--- config.mk ---
export PLATFORM = sky130hd
export DESIGN_NAME = id_ex_operand_stage
export DESIGN_NICKNAME = d
export VERILOG_FILES = /design/src/rtl/id_ex_operand_stage.sv
export SDC_FILE = /design/constraint.sdc
export NUM_CORES = 1
export LEC_CHECK = 0
export CAP_MARGIN = 25
export CORE_ASPECT_RATIO = 1.25
export CORE_MARGIN = 8
export CORE_UTILIZATION = 49
export CTS_CLUSTER_SIZE = 30
export DETAILED_ROUTE_END_ITERATION = 7
export PLACE_DENSITY = 0.9
export REMOVE_ABC_BUFFERS = 1
export SLEW_MARGIN = 40
export SYNTH_ARGS = -nofsm -noshare
export SYNTH_HDL_FRONTEND = slang
export SYNTH_SLANG_ARGS = --single-unit
--- constraint.sdc ---
create_clock -name clk -period 3.7 [get_ports clk]
set_clock_uncertainty 0.2 [all_clocks]
set_input_delay 0.74 -clock clk [delete_from_list [all_inputs] [get_ports clk]]
set_output_delay 0.74 -clock clk [all_outputs]
set_load 0.02 [all_outputs]
--- src/rtl/id_ex_operand_stage.sv ---
// ---------------------------------------------------------------------------
// id_ex_operand_stage
//
// ID/EX pipeline register plus EX-stage operand forwarding for the 5-stage
// MIPS core. This block feeds the alu directly.
//   - Captures decoded operands and controls from the decode slot.
//   - Resolves RAW hazards by forwarding from EX/MEM (highest priority) and
//     then MEM/WB. Register $0 is never forwarded.
//   - Detects load-use hazards and raises load_use_stall, which freezes the
//     PC and IF/ID and makes this stage insert a bubble. Inserted bubbles are
//     counted in a saturating counter for perf monitoring.
//
// Ports
//   clk, reset                    rising-edge clock, synchronous active-high reset
//   id_*                          decoded instruction in the decode slot
//   stall_in                      downstream hold: every register keeps its value
//   flush                         squash the decode slot (branch taken)
//   exmem_* / memwb_*             forwarding sources
//   alu_a, alu_b, ex_alu_op       operands and opcode for the alu
//   ex_store_data                 forwarded rt value for stores
//   ex_rd, ex_valid,
//   ex_reg_write, ex_mem_read     EX-slot destination and controls
//   load_use_stall                combinational front-end freeze request
//   bubble_count                  bubbles inserted since reset (saturating)
//
// Register update priority on each rising edge:
//   reset > flush > stall_in > load_use_stall > capture
//
// Handshake: there is no valid/ready pair here. The decode slot is consumed
// on every edge where none of reset/flush/stall_in/load_use_stall apply;
// load_use_stall is the only back-pressure this stage produces, and
// stall_in is the only back-pressure it obeys.
// ---------------------------------------------------------------------------
module id_ex_operand_stage #(
    parameter int DATA_W = 32,
    parameter int REG_AW = 5,
    parameter int CNT_W  = 16
) (
    input  logic              clk,
    input  logic              reset,
    input  logic              id_valid,
    input  logic [REG_AW-1:0] id_rs,
    input  logic [REG_AW-1:0] id_rt,
    input  logic [REG_AW-1:0] id_rd,
    input  logic [DATA_W-1:0] id_rs_data,
    input  logic [DATA_W-1:0] id_rt_data,
    input  logic [DATA_W-1:0] id_imm,
    input  logic              id_alu_src,
    input  logic [2:0]        id_alu_op,
    input  logic              id_reg_write,
    input  logic              id_mem_read,
    input  logic              id_uses_rt,
    input  logic              stall_in,
    input  logic              flush,
    input  logic              exmem_reg_write,
    input  logic [REG_AW-1:0] exmem_rd,
    input  logic [DATA_W-1:0] exmem_result,
    input  logic              memwb_reg_write,
    input  logic [REG_AW-1:0] memwb_rd,
    input  logic [DATA_W-1:0] memwb_result,
    output logic [DATA_W-1:0] alu_a,
    output logic [DATA_W-1:0] alu_b,
    output logic [2:0]        ex_alu_op,
    output logic [DATA_W-1:0] ex_store_data,
    output logic [REG_AW-1:0] ex_rd,
    output logic              ex_valid,
    output logic              ex_reg_write,
    output logic              ex_mem_read,
    output logic              load_use_stall,
    output logic [CNT_W-1:0]  bubble_count
);

    logic              ex_valid_q,     ex_valid_d;
    logic              ex_reg_write_q, ex_reg_write_d;
    logic              ex_mem_read_q,  ex_mem_read_d;
    logic [REG_AW-1:0] ex_rs_q,        ex_rs_d;
    logic [REG_AW-1:0] ex_rt_q,        ex_rt_d;
    logic [REG_AW-1:0] ex_rd_q,        ex_rd_d;
    logic [DATA_W-1:0] ex_rs_data_q,   ex_rs_data_d;
    logic [DATA_W-1:0] ex_rt_data_q,   ex_rt_data_d;
    logic [DATA_W-1:0] ex_imm_q,       ex_imm_d;
    logic              ex_alu_src_q,   ex_alu_src_d;
    logic [2:0]        ex_alu_op_q,    ex_alu_op_d;
    logic [CNT_W-1:0]  bubble_count_q, bubble_count_d;

    logic              lu_hit;
    logic              exmem_hit_a, memwb_hit_a;
    logic              exmem_hit_b, memwb_hit_b;
    logic [DATA_W-1:0] fwd_a, fwd_b;

    // Load-use: the EX slot holds a load whose destination the decode slot
    // reads. A flush kills the decode slot, so no stall is needed then.
    always_comb begin
        lu_hit = 1'b0;
        if (ex_valid_q && ex_mem_read_q && (ex_rd_q != '0) && id_valid) begin
            lu_hit = (ex_rd_q == id_rs) || (id_uses_rt && (ex_rd_q == id_rt));
        end
    end

    assign load_use_stall = ~flush & lu_hit;

    // Forwarding: EX/MEM is the younger producer, so it wins over MEM/WB.
    assign exmem_hit_a = exmem_reg_write && (exmem_rd != '0) && (exmem_rd == ex_rs_q);
    assign memwb_hit_a = memwb_reg_write && (memwb_rd != '0) && (memwb_rd == ex_rs_q);
    assign exmem_hit_b = exmem_reg_write && (exmem_rd != '0) && (exmem_rd == ex_rt_q);
    assign memwb_hit_b = memwb_reg_write && (memwb_rd != '0) && (memwb_rd == ex_rt_q);

    always_comb begin
        fwd_a = ex_rs_data_q;
        if (exmem_hit_a)      fwd_a = exmem_result;
        else if (memwb_hit_a) fwd_a = memwb_result;

        fwd_b = ex_rt_data_q;
        if (exmem_hit_b)      fwd_b = exmem_result;
        else if (memwb_hit_b) fwd_b = memwb_result;
    end

    // Next-state for the ID/EX register. Data fields simply hold on flush
    // and bubble; only the control bits are cleared.
    always_comb begin
        ex_valid_d     = ex_valid_q;
        ex_reg_write_d = ex_reg_write_q;
        ex_mem_read_d  = ex_mem_read_q;
        ex_rs_d        = ex_rs_q;
        ex_rt_d        = ex_rt_q;
        ex_rd_d        = ex_rd_q;
        ex_rs_data_d   = ex_rs_data_q;
        ex_rt_data_d   = ex_rt_data_q;
        ex_imm_d       = ex_imm_q;
        ex_alu_src_d   = ex_alu_src_q;
        ex_alu_op_d    = ex_alu_op_q;
        bubble_count_d = bubble_count_q;

        if (flush) begin
            ex_valid_d     = 1'b0;
            ex_reg_write_d = 1'b0;
            ex_mem_read_d  = 1'b0;
        end else if (stall_in) begin
            // hold everything
        end else if (load_use_stall) begin
            ex_valid_d     = 1'b0;
            ex_reg_write_d = 1'b0;
            ex_mem_read_d  = 1'b0;
            if (bubble_count_q != '1) begin
                bubble_count_d = bubble_count_q + 1'b1;
            end
        end else begin
            ex_valid_d     = id_valid;
            ex_reg_write_d = id_reg_write & id_valid;
            ex_mem_read_d  = id_mem_read & id_valid;
            ex_rs_d        = id_rs;
            ex_rt_d        = id_rt;
            ex_rd_d        = id_rd;
            ex_rs_data_d   = id_rs_data;
            ex_rt_data_d   = id_rt_data;
            ex_imm_d       = id_imm;
            ex_alu_src_d   = id_alu_src;
            ex_alu_op_d    = id_alu_op;
        end
    end

    always_ff @(posedge clk) begin
        if (reset) begin
            ex_valid_q     <= 1'b0;
            ex_reg_write_q <= 1'b0;
            ex_mem_read_q  <= 1'b0;
            ex_rs_q        <= '0;
            ex_rt_q        <= '0;
            ex_rd_q        <= '0;
            ex_rs_data_q   <= '0;
            ex_rt_data_q   <= '0;
            ex_imm_q       <= '0;
            ex_alu_src_q   <= 1'b0;
            ex_alu_op_q    <= 3'b000;
            bubble_count_q <= '0;
        end else begin
            ex_valid_q     <= ex_valid_d;
            ex_reg_write_q <= ex_reg_write_d;
            ex_mem_read_q  <= ex_mem_read_d;
            ex_rs_q        <= ex_rs_d;
            ex_rt_q        <= ex_rt_d;
            ex_rd_q        <= ex_rd_d;
            ex_rs_data_q   <= ex_rs_data_d;
            ex_rt_data_q   <= ex_rt_data_d;
            ex_imm_q       <= ex_imm_d;
            ex_alu_src_q   <= ex_alu_src_d;
            ex_alu_op_q    <= ex_alu_op_d;
            bubble_count_q <= bubble_count_d;
        end
    end

    assign alu_a         = fwd_a;
    assign alu_b         = ex_alu_src_q ? ex_imm_q : fwd_b;
    assign ex_store_data = fwd_b;
    assign ex_alu_op     = ex_alu_op_q;
    assign ex_rd         = ex_rd_q;
    assign ex_valid      = ex_valid_q;
    assign ex_reg_write  = ex_reg_write_q;
    assign ex_mem_read   = ex_mem_read_q;
    assign bubble_count  = bubble_count_q;

endmodule
Word level (Yosys, flattened, before mapping)
Index checks and enable logic that the tools add are counted.
{"block": "totals", "register_bits": 134, "latch_bits": 0, "ramBits": 0, "rom_bits": 0, "input_bits": 199, "output_inout_bits": 124, "word_cells": 52, "n_memories": 0}
{"block": "op_classes", "n_addsub": 1, "n_mul": 0, "n_div": 0, "magnitude_cmp": 0, "n_eq_ne": 7, "shifts": 0, "n_mux": 9, "bitwise": 6, "n_reduce_logical": 17}
{"cell": "two-way mux 32 bit", "n": 5}
{"cell": "== test 5 bit", "n": 6}
{"cell": "adder 16 x 1 -> 16 bit, second input constant", "n": 1}
{"cell": "inequality test 16 bit, second input constant", "n": 1}
{"cell": "nonzero test 5 bit", "n": 3}
{"cell": "logical AND 1 bit", "n": 10}
{"cell": "two-way mux 1 bit", "n": 4}
{"cell": "AND reduction 4 bit", "n": 1}
{"cell": "bitwise AND 1 bit", "n": 3}
{"cell": "NOT 1 bit", "n": 3}
{"cell": "AND reduction 3 bit", "n": 1}
{"cell": "OR reduction 2 bit", "n": 1}
{"cell": "logical OR 1 bit", "n": 1}

Depth between registers and ports, before layout
Gate-level depths: netlist of the first run.
{"block": "logic_depth", "ltp_word": 7, "depth_mapped": 9, "depth_no_buf": 6}

Least setup slack after synthesis of the first run
Ideal clock, no wire load.
{"block": "synth_path", "kind": "in2out", "startpoint": "in memwb_rd[1]", "endpoint": "out alu_b[0]", "arrival_ns": 2.565, "required_ns": 2.760, "setup_slack_ns": 0.195, "cell_stages": 6, "n_path_buf": 1, "path_cell_list": "or4_4 > o211ai_4 > buf_2 > o21ai_1 > a31oi_1 > mux2_2"}
{"block": "synth_via", "elab_chain_len": 6, "elab_cells_between_ends": 7, "classes_between": "eq/ne (1); mux (3); reduce/logical (3)"}
{"item": "from (decl)", "line": "59", "text": "input logic [REG_AW-1:0] memwb_rd,"}
{"item": "nonzero test 5 bit", "line": "106", "text": "assign memwb_hit_b = memwb_reg_write && (memwb_rd != '0) && (memwb_rd == ex_rt_q);"}
{"item": "logical AND 1 bit", "line": "106"}
{"item": "logical AND 1 bit (*)", "line": "106"}
{"item": "two-way mux 32 bit (*)", "line": "115", "text": "else if (memwb_hit_b) fwd_b = memwb_result;"}
{"item": "two-way mux 32 bit (*)", "line": "114", "text": "if (exmem_hit_b) fwd_b = exmem_result;"}
{"item": "via ex_store_data[0]", "line": "64", "text": "output logic [DATA_W-1:0] ex_store_data,"}
{"item": "two-way mux 32 bit (*)", "line": "193", "text": "assign alu_b = ex_alu_src_q ? ex_imm_q : fwd_b;"}
{"item": "to (decl)", "line": "62", "text": "output logic [DATA_W-1:0] alu_b,"}
Mark *: on every way through the listed nets, which the timed path passes. The rest lies on a longest branch.

Final worst setup path of the first run
{"block": "layout_path", "startpoint": "in memwb_rd[2]", "endpoint": "out alu_a[12]"}
{"block": "layout_via", "elab_chain_len": 5, "elab_cells_between_ends": 6, "classes_between": "eq/ne (1); mux (2); reduce/logical (3)"}
{"item": "nonzero test 5 bit", "line": "104", "text": "assign memwb_hit_a = memwb_reg_write && (memwb_rd != '0) && (memwb_rd == ex_rs_q);"}
{"item": "logical AND 1 bit", "line": "104"}
{"item": "logical AND 1 bit (*)", "line": "104"}
{"item": "two-way mux 32 bit (*)", "line": "111", "text": "else if (memwb_hit_a) fwd_a = memwb_result;"}
{"item": "two-way mux 32 bit (*)", "line": "110", "text": "if (exmem_hit_a) fwd_a = exmem_result;"}
{"item": "to (decl)", "line": "61", "text": "output logic [DATA_W-1:0] alu_a,"}
Mark *: on every way between the ends. The rest lies on a longest branch, timed or not.

==> results.json, run 1 <==
{
  "synth_top_cell_area_share_pct": 25.2,
  "worst_ep_required_time_ns": 2.76,
  "routedWlPerCell_um": 23.8,
  "synthAdderAreaFrac_pct": 0.118,
  "synth_edf_count": 0,
  "violations": "negative setup slack",
  "critPathTopFamily": "buffers and inverters",
  "synth_xor_area_share_pct": 2.47,
  "ys_types": 50,
  "slew_viol_final": 0,
  "synth_area_leaders": "dfxtp_1, mux2i_1, a32oi_1",
  "fp-row-count": 60,
  "p_leak_uw": 0.00637,
  "worstMarginPinSlew_ns": 0.727,
  "muxShareOfSynthArea_pct": 18.0,
  "hold_buffers": 0,
  "cp-end-kind": "output port",
  "critPathLaunchType": "input port",
  "antenna_left": 0,
  "maxCapViolations": 0,
  "drive_gt1_share_pct": 20.6,
  "synth_most_common_cell": "mux2i_1",
  "grt_max_degree": 94,
  "pin_count": 323,
  "clk_path_buf_depth": 2,
  "cts_tree": "built",
  "setup_ws_ns": -0.0437,
  "crit_start": "memwb_rd[2]",
  "hold_viol": 0,
  "antenna_found_initial": 7,
  "synth-seq-cells": 134,
  "dp_hpwl_um": 28200,
  "die_area_um2": 26700,
  "dr.first_iter.drc_count": 1134,
  "coreArea_um2": 21400,
  "grt_pass1_wl_um": 69300,
  "post-route-drc-count": 0,
  "clock-root-buffer": "clkbuf_16",
  "ff2ff_setup_slack_ns": 0.60,
  "yosysWarnings": 0,
  "cts-htree-levels": 4,
  "slew_headroom_pct": 51.5,
  "critPathSlowestCell": "or4_4",
  "hp-class": "flip-flop to flip-flop",
  "slowest_delay_ns": 0.55,
  "synth_top_cell_by_area": "dfxtp_1",
  "p_total_uw": 5060,
  "grt-ovfl-total": 0,
  "synth.cells.most_frequent": "mux2i_1, dfxtp_1, nand2_1, a32oi_1, nor3b_1",
  "cp.arrival_ns": 2.80,
  "syn-instance-count": 1299,
  "setup_viol": 4,
  "min_period_over_period_pct": 101,
  "cpMostUsedCell": "buf_6",
  "die_w_um": 148,
  "yosys.area_share.simple_pct": 28.0,
  "synth_top_family_by_area": "simple AND/OR/NAND/NOR gates",
  "cp_max_fo": 10,
  "power_per_cell_area_nw_per_um2": 324,
  "drt-pass1-iter-count": 5,
  "clk_pin_slew_worst_paths_ns": 0.07,
  "peakVddDrop_v": 0.000309,
  "cp_num_buf_inv": 4,
  "gp_congestion": 0.895,
  "rsz0062_at_grt": "true",
  "syn_area_um2": 10600,
  "io_buffers": 322,
  "fin_setup_tns_ns": -0.0719,
  "worstHoldStart": "ex_reg_write$_SDFFE_PP0N_",
  "dr_total_vias": 12447,
  "grt_pass1_vias": 12773,
  "synth-main-ff-cell": "dfxtp_1",
  "r2r_start": "ex_rd[0]$_SDFFE_PP0P_",
  "status": "finished, violations left",
  "hold_slack_ns": 0.283,
  "clock_sinks": 134,
  "layout.nets": 1807,
  "cts_buffers": 17,
  "crit_type": "input port to output port",
  "clk_latency_ns": 0.43,
  "grt_usage_pct": 32.3,
  "crit_chain": "buf_6, or4_4, o21ai_2, nor4_4, buf_6, bufbuf_16, mux2i_4, a21oi_2, clkdlybuf4s15_2",
  "fin_crit_ns": 3.74,
  "synthToLayoutAreaGrowth_pct": 47.0,
  "yosysSeqAreaShare_pct": 25.2,
  "async_flop_share_pct": 0,
  "synth_area_per_cell_um2": 8.19,
  "initial_utilization_pct": 49.7,
  "final_util_pct": 73.0,
  "fmax_mhz": 267,
  "dieHeight_um": 181,
  "routed_wl_um": 45400,
  "synth_compound_area_share_pct": 19.1,
  "preCtsSetupSlack_ns": -0.644,
  "viasPerCell": 6.53
}
[cell families after synthesis]
family                   after synthesis
multiplexers                         186
flip-flops                           134
buffers and inverters                180
AND/OR/NAND/NOR                      530
AO/OA/AOI/OAI                        238
XOR/XNOR                              30
adder cells (fa/ha/maj)                1
[metal layers]
| layer | track usage (%) | wire [um] |
|---|---|---|
| met2 | 52.4 | 21700 |
| met3 | 8.60 | 3750 |
| met1 | 34.7 | 16300 |
| met4 | 26.4 | 3630 |
| met5 | 0 | 9 |
[per-stage QoR]
stage / cell area (um2) / cells
detailed placement: 14500 / 1841
floorplan: 10000 / 1152
global placement: 14500 / 1841
finish: 15600 / 1905
global route: 15600 / 1904
CTS: 15500 / 1898
[cells in the final DEF, fill, tap and decap left out, types with 23 or more instances in the layout]
cell and n:
clkdlybuf4s50_1 214, mux2i_1 139, dfxtp_1 133, nand2_1 129, nor3b_1 115, a32oi_1 115, and3_1 112, buf_4 85
nor2_1 47, nor3_1 40, a21oi_1 33, buf_2 33, inv_1 32, o21ai_1 26, xnor2_1 24, buf_12 24
dlygate4sd2_1 23
[registers in the layout, summed over array words and instances, names as in the netlist, 3 cells and up]
signal	count
ex_rs_q	5
bubble_count	16
ex_rt_q	5
ex_rt_data_q	32
ex_rs_data_q	32
ex_alu_op	3
ex_imm_q	32
ex_rd	5
[worst paths after layout]
check	endpoint	cells past startpoint
hold reg to reg	ex_reg_write$_SDFFE_PP0N_	2
hold / removal	ex_reg_write$_SDFFE_PP0N_	2
setup / recovery	alu_a[12]	9
setup reg to reg	ex_rt_data_q[4]$_SDFFE_PP0P_	6
[worst register-to-register path, stage by stage (launching register included)]
cell and delay [ns]:
dfxtp_1 0.38, or4_1 0.65, o21ai_4 0.17, buf_4 0.58
buf_4 0.72, a32oi_1 0.21, nand2_1 0.12
[report_power, final]
part | switching (uW) | internal [uW]
clock | 692 | 988
sequential | 119 | 1560
combinational | 860 | 843
[timing repair]
item | CTS | global route
gates cloned | 11 | 0
pin swaps | 21 | 19
setup endpoints to repair | 96 | 63
gates resized for setup | 373 | 66
setup buffers | 15 | 2
[cell type report]
cell class | instances | area [um2]
multi-input combinational | 985 | 7510
fill | 1471 | 5770
timing repair buffer | 436 | 4380
sequential | 134 | 2680
clock buffer | 19 | 433
tap | 279 | 349
clock inverter | 12 | 131
inverter | 33 | 129
antenna | 7 | 17.5
Power figures use the tool's default switching activity.
==> run 2: changes to the inputs <==
- CTS_CLUSTER_DIAMETER: default -> 150
- RECOVER_POWER: default -> 100
==> results.json, run 2 (same netlist as run 1, synthesis figures left out) <==
{
  "status": "finished, violations left",
  "violations": "max-capacitance violations, max-slew violations, negative setup slack",
  "coreArea_um2": 21400,
  "reg_top3": "ex_imm_q x32, ex_rs_data_q x32, ex_rt_data_q x32",
  "worstMarginPinSlew_ns": 1.81,
  "slew_viol_final": 41,
  "crit_type": "input port to output port",
  "dieHeight_um": 181,
  "fin_setup_tns_ns": -0.0391,
  "grt_pass1_wl_um": 69300,
  "die_area_um2": 26700,
  "fmax_mhz": 269,
  "initial_utilization_pct": 49.7,
  "critPathTopFamily": "buffers and inverters",
  "fp-row-count": 60,
  "die_w_um": 148,
  "hp-class": "flip-flop to flip-flop",
  "min_period_over_period_pct": 100,
  "rsz0062_at_grt": "true",
  "multiInputGateArea_um2": 7490,
  "dp_hpwl_um": 28200,
  "cp-end-kind": "output port",
  "fin_crit_ns": 3.71,
  "final_cell_mix": "clkdlybuf4s50_1, mux2i_1, dfxtp_1, nand2_1",
  "cp_max_fo": 8,
  "clock_sinks": 134,
  "power_per_cell_area_nw_per_um2": 324,
  "viasPerCell": 6.48,
  "slew_headroom_pct": -20.9,
  "worst_ep_required_time_ns": 2.76,
  "final_common_cell": "clkdlybuf4s50_1",
  "maxCapViolations": 1,
  "clock-root-buffer": "clkbuf_16",
  "peakVddDrop_v": 0.000305,
  "layout.nets": 1807,
  "clk_pin_slew_worst_paths_ns": 0.06,
  "clk_latency_ns": 0.42,
  "dr_total_vias": 12353,
  "hold_viol": 0,
  "setup_viol": 4,
  "cts_tree": "built",
  "pin_count": 323,
  "grt_pass1_vias": 12773,
  "regArea_um2": 2680,
  "critPathLaunchType": "input port",
  "critPathSlowestCell": "or4_4",
  "p_leak_uw": 0.00641,
  "antenna_found_initial": 7,
  "synthToLayoutAreaGrowth_pct": 46.3,
  "grt_usage_pct": 32.3,
  "routedWlPerCell_um": 23.8,
  "drive_gt1_share_pct": 20.4,
  "antenna_left": 0,
  "slowest_delay_ns": 0.55,
  "setup_ws_ns": -0.0149,
  "clk_path_buf_depth": 2,
  "grt_max_degree": 94,
  "drt-pass1-iter-count": 5,
  "cts_buffers": 17,
  "dr.first_iter.drc_count": 1222,
  "grt-ovfl-total": 0,
  "crit_chain": "buf_6, or4_4, o211ai_4, buf_12, buf_12, buf_8, buf_16, or3_4, a31oi_4, mux2_4, buf_6",
  "cp_num_buf_inv": 6,
  "routed_wl_um": 45300,
  "preCtsSetupSlack_ns": -0.644,
  "io_buffers": 322,
  "fillers": 1489,
  "cp.arrival_ns": 2.77,
  "post-route-drc-count": 0,
  "gp_congestion": 0.895,
  "cts-htree-levels": 4
}
==> run 2: path summary, 6_finish.rpt <==
path                        startpoint                         to  slack (ns)  depth (start not counted)
max                        memwb_rd[2]                   alu_b[8]       -0.01                         11
min          ex_reg_write$_SDFFE_PP0N_  ex_reg_write$_SDFFE_PP0N_        0.28                          2
max reg2reg      ex_rd[0]$_SDFFE_PP0P_      ex_rd[4]$_SDFFE_PP0P_        0.39                          6
min reg2reg  ex_reg_write$_SDFFE_PP0N_  ex_reg_write$_SDFFE_PP0N_        0.28                          2
==> run 2: worst reg2reg max path, stage by stage (launching register included) <==
cell and delay [ns]:
dfxtp_1 0.38, or4_1 0.61, o21ai_0 0.29, buf_4 0.64, buf_4 0.72, a32oi_1 0.19
o211ai_1 0.19
==> run 2: what timing repair did <==
item	4_1_cts	5_1_grt
pin swaps	21	19
endpoints found under the setup margin	96	63
cloned	11	0
resized for setup	373	66
hold buffers	0	0
buffers inserted	15	2
==> run 2: power by group <==
part / leakage [uW] / internal (uW) / switching, uW
clock network: 0.000265 / 988 / 687
logic: 0.00504 / 834 / 854
registers: 0.00110 / 1560 / 118
==> run 2: area by class of cell <==
class                      count  share of cell area, %
sequential                   134                   17.3
inverter                      33                  0.829
timing repair buffer         436                   27.8
tap                          279                   2.24
multi-input combinational    985                   48.1
antenna                        7                  0.113
clock buffer                  19                   2.78
clock inverter                12                  0.845
==> run 2: stage by stage <==
stage,total power [uW],cell area (um2),cells,util [%],hold WS (ns)
final,5040,15600,1905,72.7,0.279
after global routing,5210,15600,1904,72.7,0.315
after CTS,4990,15500,1898,72.4,0.287
after detailed placement,3230,14500,1841,67.7,0.278
after global placement,3190,14500,1841,67.7,0.265
after floorplan,2410,10000,1152,-,0.279
==> run 2: routing by layer <==
layer / share of wire (%) / GRT usage, % / vias up / wire length, um
met4: 7.9 / 26.4 / 2 / 3590
met3: 8.1 / 8.60 / 234 / 3670
met1: 36 / 34.7 / 5884 / 16200
li1: - / - / 5478 / -
met5: 0.020 / 0 / - / 9
met2: 48 / 52.4 / 755 / 21900
